`config.mk`:
```
export PLATFORM = sky130hd
export DESIGN_NAME = sc_rr_xbar_nxm
export DESIGN_NICKNAME = d
export VERILOG_FILES = /design/src/rtl/sc_rr_xbar_nxm_pkg.sv /design/src/rtl/sc_rr_xbar_nxm_arb.sv /design/src/rtl/sc_rr_xbar_nxm.sv
export SDC_FILE = /design/constraint.sdc
export NUM_CORES = 1
export LEC_CHECK = 0
export CORE_AREA = 2 2 161 163
export CTS_BUF_LIST = sky130_fd_sc_hd__clkbuf_4 sky130_fd_sc_hd__clkbuf_8 sky130_fd_sc_hd__clkbuf_16
export CTS_CLUSTER_SIZE = 16
export DETAILED_ROUTE_END_ITERATION = 8
export DIE_AREA = 0 0 163 165
export PLACE_DENSITY = 0.82
export SLEW_MARGIN = 20
export SYNTH_ARGS = -nofsm -noshare
export SYNTH_HDL_FRONTEND = slang
export SYNTH_HIERARCHICAL = 1
export SYNTH_SLANG_ARGS = --single-unit
```
`constraint.sdc`:
```
create_clock -name i_clk -period 9.6 [get_ports i_clk]
set_clock_uncertainty 0.2 [all_clocks]
set_input_delay 1.92 -clock i_clk [delete_from_list [all_inputs] [get_ports i_clk]]
set_output_delay 1.92 -clock i_clk [all_outputs]
set_load 0.02 [all_outputs]
```
`src/rtl/sc_rr_xbar_nxm_pkg.sv`:
```
// rtl/sc_rr_xbar_nxm_pkg.sv - shared types and elaboration helpers for the round-robin crossbar
// Purpose: input-side packet mode encoding plus constant functions used to
// validate the crossbar's width parameters at elaboration.
package sc_rr_xbar_nxm_pkg;

    // Per-input packet state: between packets, forwarding a locked packet,
    // or swallowing a packet whose first beat carried an illegal destination.
    typedef enum logic [1:0] {
        IN_IDLE = 2'd0,
        IN_FWD  = 2'd1,
        IN_DROP = 2'd2
    } in_mode_e;

    // Source-id width for n inputs; a single input still needs one bit.
    function automatic int src_w_of(input int n);
        return (n > 1) ? $clog2(n) : 1;
    endfunction

    // The destination field must be able to address every output.
    function automatic bit dest_w_ok(input int dest_w, input int n_out);
        return (2 ** dest_w) >= n_out;
    endfunction

endpackage

```
`src/rtl/sc_rr_xbar_nxm_arb.sv`:
```
// rtl/sc_rr_xbar_nxm_arb.sv - per-output round-robin arbiter with packet lock
// Purpose: grants one of N requesters, searching from the rr pointer; while a
// packet is in flight the grant is pinned to the owning requester.
// Ports:
//   clk, reset : clock, synchronous active-high reset
//   req        : per-requester request
//   lock       : a non-last beat from gnt_idx was accepted this cycle
//   advance    : a last beat from gnt_idx was accepted this cycle
//   gnt        : one-hot grant (zero when nobody eligible requests)
//   gnt_idx    : index of the granted requester
module sc_rr_arbiter #(
    parameter int N = 4,
    parameter int W = 2
) (
    input  logic         clk,
    input  logic         reset,
    input  logic [N-1:0] req,
    input  logic         lock,
    input  logic         advance,
    output logic [N-1:0] gnt,
    output logic [W-1:0] gnt_idx
);

    logic [W-1:0] ptr;
    logic         locked;
    logic [W-1:0] owner;

    always_comb begin
        int   idx;
        logic found;
        gnt     = '0;
        gnt_idx = '0;
        idx     = 0;
        found   = 1'b0;
        if (locked) begin
            // Owner keeps the output even when idle; nobody else may enter.
            gnt_idx    = owner;
            gnt[owner] = req[owner];
        end else begin
            for (int i = 0; i < N; i++) begin
                idx = int'(ptr) + i;
                if (idx >= N) begin
                    idx = idx - N;
                end
                if (!found && req[idx]) begin
                    found    = 1'b1;
                    gnt[idx] = 1'b1;
                    gnt_idx  = W'(idx);
                end
            end
        end
    end

    always_ff @(posedge clk) begin
        if (reset) begin
            ptr    <= '0;
            locked <= 1'b0;
            owner  <= '0;
        end else if (advance) begin
            locked <= 1'b0;
            ptr    <= (gnt_idx == W'(N - 1)) ? '0 : gnt_idx + 1'b1;
        end else if (lock) begin
            locked <= 1'b1;
            owner  <= gnt_idx;
        end
    end

endmodule

```
`src/rtl/sc_rr_xbar_nxm.sv`:
```
// rtl/sc_rr_xbar_nxm.sv - N_IN x N_OUT packet crossbar with per-output round-robin
// Purpose: routes packets from N_IN valid/ready inputs to N_OUT registered
// outputs. Each output locks to one input for the duration of a packet.
// Packets addressed past N_OUT are accepted, discarded and flagged on o_err.
// Ports:
//   i_clk, i_reset              : clock, synchronous active-high reset
//   i_valid/i_data/i_dest/i_last: per-input beat (i_dest used on first beat only)
//   o_ready                     : per-input accept
//   o_valid/o_data/o_last/o_src : per-output registered beat and its source index
//   i_ready                     : per-output downstream accept
//   o_err                       : sticky illegal-destination flag
module sc_rr_xbar_nxm
    import sc_rr_xbar_nxm_pkg::*;
#(
    parameter int N_IN   = 4,
    parameter int N_OUT  = 4,
    parameter int DATA_W = 32,
    parameter int DEST_W = 2,
    parameter int SRC_W  = 2
) (
    input  logic                    i_clk,
    input  logic                    i_reset,
    input  logic [N_IN-1:0]         i_valid,
    input  logic [N_IN*DATA_W-1:0]  i_data,
    input  logic [N_IN*DEST_W-1:0]  i_dest,
    input  logic [N_IN-1:0]         i_last,
    output logic [N_IN-1:0]         o_ready,
    output logic [N_OUT-1:0]        o_valid,
    output logic [N_OUT*DATA_W-1:0] o_data,
    output logic [N_OUT-1:0]        o_last,
    output logic [N_OUT*SRC_W-1:0]  o_src,
    input  logic [N_OUT-1:0]        i_ready,
    output logic                    o_err
);

    if (!dest_w_ok(DEST_W, N_OUT)) begin : g_bad_dest_w
        $error("sc_rr_xbar_nxm: DEST_W too narrow for N_OUT");
    end
    if (SRC_W != src_w_of(N_IN)) begin : g_bad_src_w
        $error("sc_rr_xbar_nxm: SRC_W does not match N_IN");
    end

    in_mode_e          in_mode  [N_IN];
    logic [DEST_W-1:0] in_dest  [N_IN];
    logic [DEST_W-1:0] eff_dest [N_IN];
    logic [N_IN-1:0]   drop_now;
    logic [N_IN-1:0]   take_in;
    logic [N_IN-1:0]   req      [N_OUT];
    logic [N_IN-1:0]   gnt      [N_OUT];
    logic [SRC_W-1:0]  gnt_idx  [N_OUT];
    logic [N_OUT-1:0]  slot_free;
    logic [N_OUT-1:0]  take_out;
    logic [N_OUT-1:0]  take_last;

    // Destination in force for each input: stored while mid-packet, live otherwise.
    always_comb begin
        for (int k = 0; k < N_IN; k++) begin
            eff_dest[k] = (in_mode[k] == IN_FWD) ? in_dest[k] : i_dest[k*DEST_W +: DEST_W];
            case (in_mode[k])
                IN_DROP: drop_now[k] = 1'b1;
                IN_FWD:  drop_now[k] = 1'b0;
                default: drop_now[k] = (int'(eff_dest[k]) >= N_OUT);
            endcase
        end
    end

    // Request matrix; reset masks every request so nothing is accepted under reset.
    always_comb begin
        for (int j = 0; j < N_OUT; j++) begin
            for (int k = 0; k < N_IN; k++) begin
                req[j][k] = i_valid[k] & ~drop_now[k] & ~i_reset
                          & (eff_dest[k] == DEST_W'(j));
            end
        end
    end

    for (genvar j = 0; j < N_OUT; j++) begin : g_arb
        sc_rr_arbiter #(
            .N (N_IN),
            .W (SRC_W)
        ) u_arb (
            .clk     (i_clk),
            .reset   (i_reset),
            .req     (req[j]),
            .lock    (take_out[j] & ~take_last[j]),
            .advance (take_out[j] & take_last[j]),
            .gnt     (gnt[j]),
            .gnt_idx (gnt_idx[j])
        );
    end

    always_comb begin
        o_ready = i_valid & drop_now & {N_IN{~i_reset}};
        for (int j = 0; j < N_OUT; j++) begin
            slot_free[j] = ~o_valid[j] | i_ready[j];
            take_out[j]  = (|gnt[j]) & slot_free[j];
            take_last[j] = i_last[gnt_idx[j]];
            o_ready      = o_ready | (gnt[j] & {N_IN{slot_free[j]}});
        end
        take_in = i_valid & o_ready;
    end

    always_ff @(posedge i_clk) begin
        if (i_reset) begin
            for (int k = 0; k < N_IN; k++) begin
                in_mode[k] <= IN_IDLE;
                in_dest[k] <= '0;
            end
            o_err <= 1'b0;
        end else begin
            for (int k = 0; k < N_IN; k++) begin
                if (take_in[k]) begin
                    if (i_last[k]) begin
                        in_mode[k] <= IN_IDLE;
                    end else begin
                        in_mode[k] <= drop_now[k] ? IN_DROP : IN_FWD;
                        in_dest[k] <= eff_dest[k];
                    end
                    if (drop_now[k]) begin
                        o_err <= 1'b1;
                    end
                end
            end
        end
    end

    always_ff @(posedge i_clk) begin
        if (i_reset) begin
            o_valid <= '0;
            o_data  <= '0;
            o_last  <= '0;
            o_src   <= '0;
        end else begin
            for (int j = 0; j < N_OUT; j++) begin
                if (slot_free[j]) begin
                    o_valid[j] <= take_out[j];
                    if (take_out[j]) begin
                        o_data[j*DATA_W +: DATA_W] <= i_data[int'(gnt_idx[j])*DATA_W +: DATA_W];
                        o_last[j]                  <= take_last[j];
                        o_src[j*SRC_W +: SRC_W]    <= gnt_idx[j];
                    end
                end
            end
        end
    end

endmodule

```
== Word level (Yosys, flattened, before mapping) ==
Memory sizes are Yosys's and may differ from the RTL's.
Cells that the tools add are included.
Cells by class
  reduce and logical (&&, ||, !) cells: 64
  bitwise operators: 96
  add/sub/neg operators: 32
  shift operators: 4
  magnitude comparators: 60
  muxes and demuxes: 282
  equal/unequal tests: 24
Operator list (number)
  two-way mux 32 bit: 32
  greater-or-equal comparator 32 x 1 -> 1 bit (second input constant): 16
  less-than comparator 32 x 4 -> 1 bit (second input constant): 16
  variable part select 128 x 8 -> 32 bit: 4
  greater-or-equal comparator 32 x 4 -> 1 bit (second input constant): 12
  subtractor 32 x 4 -> 32 bit (second input constant): 12
  two-way mux 1 bit: 130
  two-way mux 4 bit: 32
  two-way mux 2 bit: 44
  OR 4 bit: 16
  binary-select mux 1 bit (select 2 bit): 24
  bitwise AND 4 bit: 11
  demux 1 bit (select 2 bit): 20
  bitwise AND 1 bit: 36
  == test 2 bit (second input constant): 16
  logical AND 1 bit: 32
  adder 2 x 2 -> 3 bit (second input constant): 8
  less-than comparator 2 x 3 -> 1 bit (second input constant): 8
  NOT 1 bit: 17
  == test 2 x 1 -> 1 bit (second input constant): 8
  OR 1 bit: 16
  AND reduction 2 bit: 8
  OR reduction 4 bit: 4
  subtractor 2 x 3 -> 4 bit (second input constant): 4
  7 further kinds: 36
Word-level totals
  output and inout bits: 149
  memories kept: 2
  bits in writable memories: 16
  bits of input ports: 150
  register bits: 165
Memories
  in_dest: depth 4, width 2, rd ports 4, clocked after Yosys merged registers in 0, write ports 4, RTL line sc_rr_xbar_nxm.sv:44  | logic [DEST_W-1:0] in_dest [N_IN];
  in_mode: depth 4, width 2, rd ports 4, clocked after Yosys merged registers in 0, write ports 4, RTL line sc_rr_xbar_nxm.sv:43  | in_mode_e in_mode [N_IN];

== Depth between registers and ports, before layout ==
An unclocked memory read counts as a cell.
  word-level depth: 37
  mapped depth: 19
  mapped depth without buffers: 17

== Cells and area by module ==
Netlist, hierarchy kept.
Modules (own cells, without submodules)
  sc_rr_xbar_nxm: area an instance 10151.0 µm², cells an instance 970, instances 1
  sc_rr_arbiter at g_arb[1].u_arb ...: area an instance 798.3 µm², cells an instance 86, instances 2
  sc_rr_arbiter at g_arb[0].u_arb: area an instance 824.5 µm², cells an instance 95, instances 1
  sc_rr_arbiter at g_arb[3].u_arb: area an instance 770.7 µm², cells an instance 87, instances 1

== Worst setup path after synthesis ==
OpenSTA, ideal clock, no wires.
  path kind: input -> output
  start point: in i_reset
  end point: out o_ready[2]
  required time: 7.480 ns
  path slack: 2.942 ns
  arrival: 4.538 ns
  stages: 14
  cells stage by stage: buf_2 nand2b_1 o21ba_1 and2_1 buf_6 mux4_2 nor2b_4 a22oi_1 nor2_1 a221oi_1 o21ai_0 a22oi_2 and2_1 o21ai_0
RTL lines
  start: declaration: RTL line sc_rr_xbar_nxm.sv:22  | input logic i_reset,
  end: declaration: RTL line sc_rr_xbar_nxm.sv:27  | output logic [N_IN-1:0] o_ready,

==> results by group <==
Timing
  • Final slew viol count: 0
  • Setup TNS: 0 ns
  • Relative max-transition margin: between 20% and 30%
  • Final hold slack: 0.254 ns
  • Slew at the pin closest to its max-slew limit: ~1.1 ns
  • Least setup slack across all paths after layout: between 1 and 1.5 ns
  • Achievable frequency: approximately 0.12 GHz
  • Min Clock Period, post-route: 8.21 ns
  • Count of final setup violators: 0
  • Number of failing hold endpoints at the final stage: 0
  • Unrepaired setup endpoints after global routing: no
  • Final worst-path cycle share: ~86%

Cells and area
  • Area taken by flip-flops and latches: roughly 0.0038 mm²
  • N_diodes: 0
  • Area Growth Syn to Fin: 24.5%
  • Final standard cell count with taps included and fillers excluded: 1,888
  • # fillers: 1,973
  • Share of final-layout standard cells stronger than drive strength 1: ~22%
  • Final Cell Area: roughly 0.017 mm²
  • Final #Nets: between 1,500 and 2,000
  • Multi-input combinational cell area: 0.00861 mm²
  • Final core area utilization: around two thirds

Power and ir drop
  • Post-route total power: between 5 and 6 mW
  • Static power due to leakage: approximately 5.5 nW
  • IR drop worst, VDD: approximately 0.25 mV
  • Power per standard cell area: 327 mW/mm²

Status
  • Run status: finished, final reports clean

Synth
  • Post-synth top area cell: dfxtp_1
  • Number of enable-type register cells in the synthesized netlist: 16
  • Async SR Flop Fraction: 0%
  • Sequential-to-total area share from yosys stat: between 20% and 30%
  • Netlist Area Pre-Place: about 0.013 mm²
  • Net count after synthesis: ~1,500
  • Syn_area_per_cell: 10.1 µm²
  • Share of the synthesized area in the top cell type: about a quarter
  • Flops & latches, synth: about 180
  • Prevailing post-synth register cell: dfxtp_1
  • Unique masters post-synth: between 70 and 80
  • Ranking of synthesized cells by area: dfxtp_1 (25%), mux4_2 (24%), nand2_1 (7.1%)
  • Syn Inst Count: 1,324
  • Number of warnings printed during yosys synthesis: 6

Detailed routing
  • Via count normalized by instance count: roughly 6.3
  • DRT antenna net count: 0
  • WL per Instance: 22.9 µm
  • Final Routed Wirelength: between 40,000 and 50,000 µm
  • DRC Markers: 0
  • Length of the first detailed-routing pass in iterations: 8
  • Via count: around 12,000
  • Initial detailed-routing violation count: roughly 1,300

Placed design
  • Total cell area at the placement stage: 0.0160 mm²
  • Hpwl dp: 29,500 µm
  • GP Congestion: ~0.91
  • IO buf count: roughly 300
  • Pre-CTS WS: 1.45 ns
  • Count of placed standard cells including taps: around 1,900

Floorplan
  • Initial cell density of the core: approximately 53%
  • Number of placement rows: a little under 60
  • Top Ports: about 300
  • Area of the die: about 0.027 mm²
  • Standard cell core area: approximately 0.025 mm²
  • DIE WIDTH: about 160 µm
  • Overall die height: approximately 170 µm

Global route
  • Initial antenna violation count: 0
  • Via count of the first global-routing pass: about 12,000
  • Total routing usage reported by global routing: between 30% and 40%
  • Global-route wire length before repair: between 60,000 and 70,000 µm
  • Largest net degree at the start of global routing: 79
  • Global route total overflow: 0

Critical path
  • Crit-path max FO: 11
  • Start-to-end type of the worst setup path: in2out
  • Worst flop-to-flop path startpoint: in_mode[2][1]$_SDFFCE_PN0P_
  • CP Data Arrival Time: 6.09 ns
  • Number of cells on the worst reg-to-reg path: 17
  • Element type at the critical path end: output port
  • Required time of the critical path: approximately 7.5 ns
  • Flop-to-flop setup slack: 4.25 ns
  • Reg2Reg Capture Point: g_arb[1].u_arb/owner[1]$_SDFFE_PP0P_
  • Crit path launch type: input port

Clocking
  • Number of clock sinks: 181
  • Source-to-sink clock delay at the later pin of the worst-skew pair: about 0.44 ns
  • Post-CTS Resized: 0
  • TritonCTS clock tree: built
  • Clock tree root buffer cell: clkbuf_16
  • Number of H-tree branching levels: 4
  • Count of buffers added by post-CTS timing repair for setup: 0
  • CTS max path bufs: 2
  • Worst-path clk slew: 0.07 ns
  • Total clock buffers created by CTS: 17
  • Hold buffers post-CTS: 0

Job
  • Number of maximum-capacitance constraint violations: 0

Worst hold path
  • Worst Hold Class: reg2reg
  • Capture endpoint of the worst hold path: o_src[3]$_SDFFE_PP0P_
  • Hold_sp: o_src[3]$_SDFFE_PP0P_
  • WHS Path Cells: 2
## cells in the mapped netlist (11+ instances only)
master    instances
nand2_1         254
dfxtp_1         165
mux4_2          141
a21oi_1         100
nor2_1           64
a21oi_2          63
nand2_2          49
buf_6            48
inv_1            38
ha_1             33
buf_2            23
a22oi_1          19
mux2i_1          19
nand2b_1         18
nor3_1           18
a221oi_1         16
clkbuf_1         16
edfxtp_1         16
nor2b_1          15
o21ai_0          15
and2_1           13
buf_1            11
## how the worst max path moves through the flow
stage | startpoint | to | slack (ns) | depth (start not counted)
2_1_floorplan | i_reset | o_ready[2] | 2.94 | 14
3_3_place_gp | i_dest[4] | o_ready[3] | 1.50 | 14
3_5_place_dp | i_dest[4] | o_ready[3] | 1.45 | 14
4_1_cts | i_dest[4] | o_ready[3] | 1.43 | 14
5_1_grt | i_dest[4] | o_ready[2] | 1.21 | 14
6_report | i_dest[4] | o_ready[0] | 1.39 | 14
## cells by family after synthesis
group,count (synthesis),synth area share (%)
XOR/XNOR,3,0.197
flip-flops,181,28.4
multiplexers,171,26.3
AND/OR/NAND/NOR,490,18.0
adder cells (fa/ha/maj),33,3.09
buffers and inverters,147,7.44
AO/OA/AOI/OAI,299,16.7
## where the power goes
part           internal [mW]  switching [mW]  leakage (nW)
sequential              1.02           0.244          1.51
combinational           1.50            1.96          3.68
clock                  0.350           0.363         0.292
total                   2.87            2.56          5.48
## registers in the layout, indices dropped and copies added, names as in the netlist
register            flops
in_dest                 8
in_mode                 8
o_data                128
o_src                   8
o_last                  4
o_valid                 4
g_arb.u_arb/locked      4
g_arb.u_arb/owner       8
g_arb.u_arb/ptr         8
o_err                   1
## cell type report
class                   count  share of cell area (%)
multi-input cells         996                    51.8
clock inverters            15                   0.994
inverters                  39                   0.881
flip-flops and latches    181                    22.8
well taps                 330                    2.49
repair buffers            310                    18.5
clock buffers              17                    2.56
## per-layer routing
layer | part of all wire [%] | routed length [µm] | vias up | global-route usage (%)
met5 | 0 | 0 | - | 0
met4 | 3.7 | 1620 | 0 | 14.6
met3 | 8.6 | 3740 | 113 | 5.98
met2 | 49 | 21400 | 708 | 54.3
met1 | 38 | 16500 | 5798 | 39.6
li1 | - | - | 5331 | -
## critical path, cell delays in order
cell             delay, ns
clkdlybuf4s50_1       0.55
mux2_2                0.19
a22oi_1               0.07
or2_1                 0.23
nor2_1                0.49
or3b_1                0.41
a2111o_1              0.38
nand3_2               0.13
a221oi_1              0.10
o32ai_1               0.36
a22oi_2               0.23
and2_1                0.22
o21ai_0               0.13
clkdlybuf4s50_1       0.67
## layout by cell type, fill, tap and decap left out, drive strengths merged, types with 22 or more instances in the layout
cell type      synthesis  routed
mux2i                 22      22
a21oi                163     163
clkdlybuf4s50          0     297
mux4                 141     141
inv                   39      46
nand2                303     303
nor2                  64      64
ha                    33      33
dfxtp                165     165
a22oi                 25      25
No activity file was read; power rests on OpenSTA's default activity.
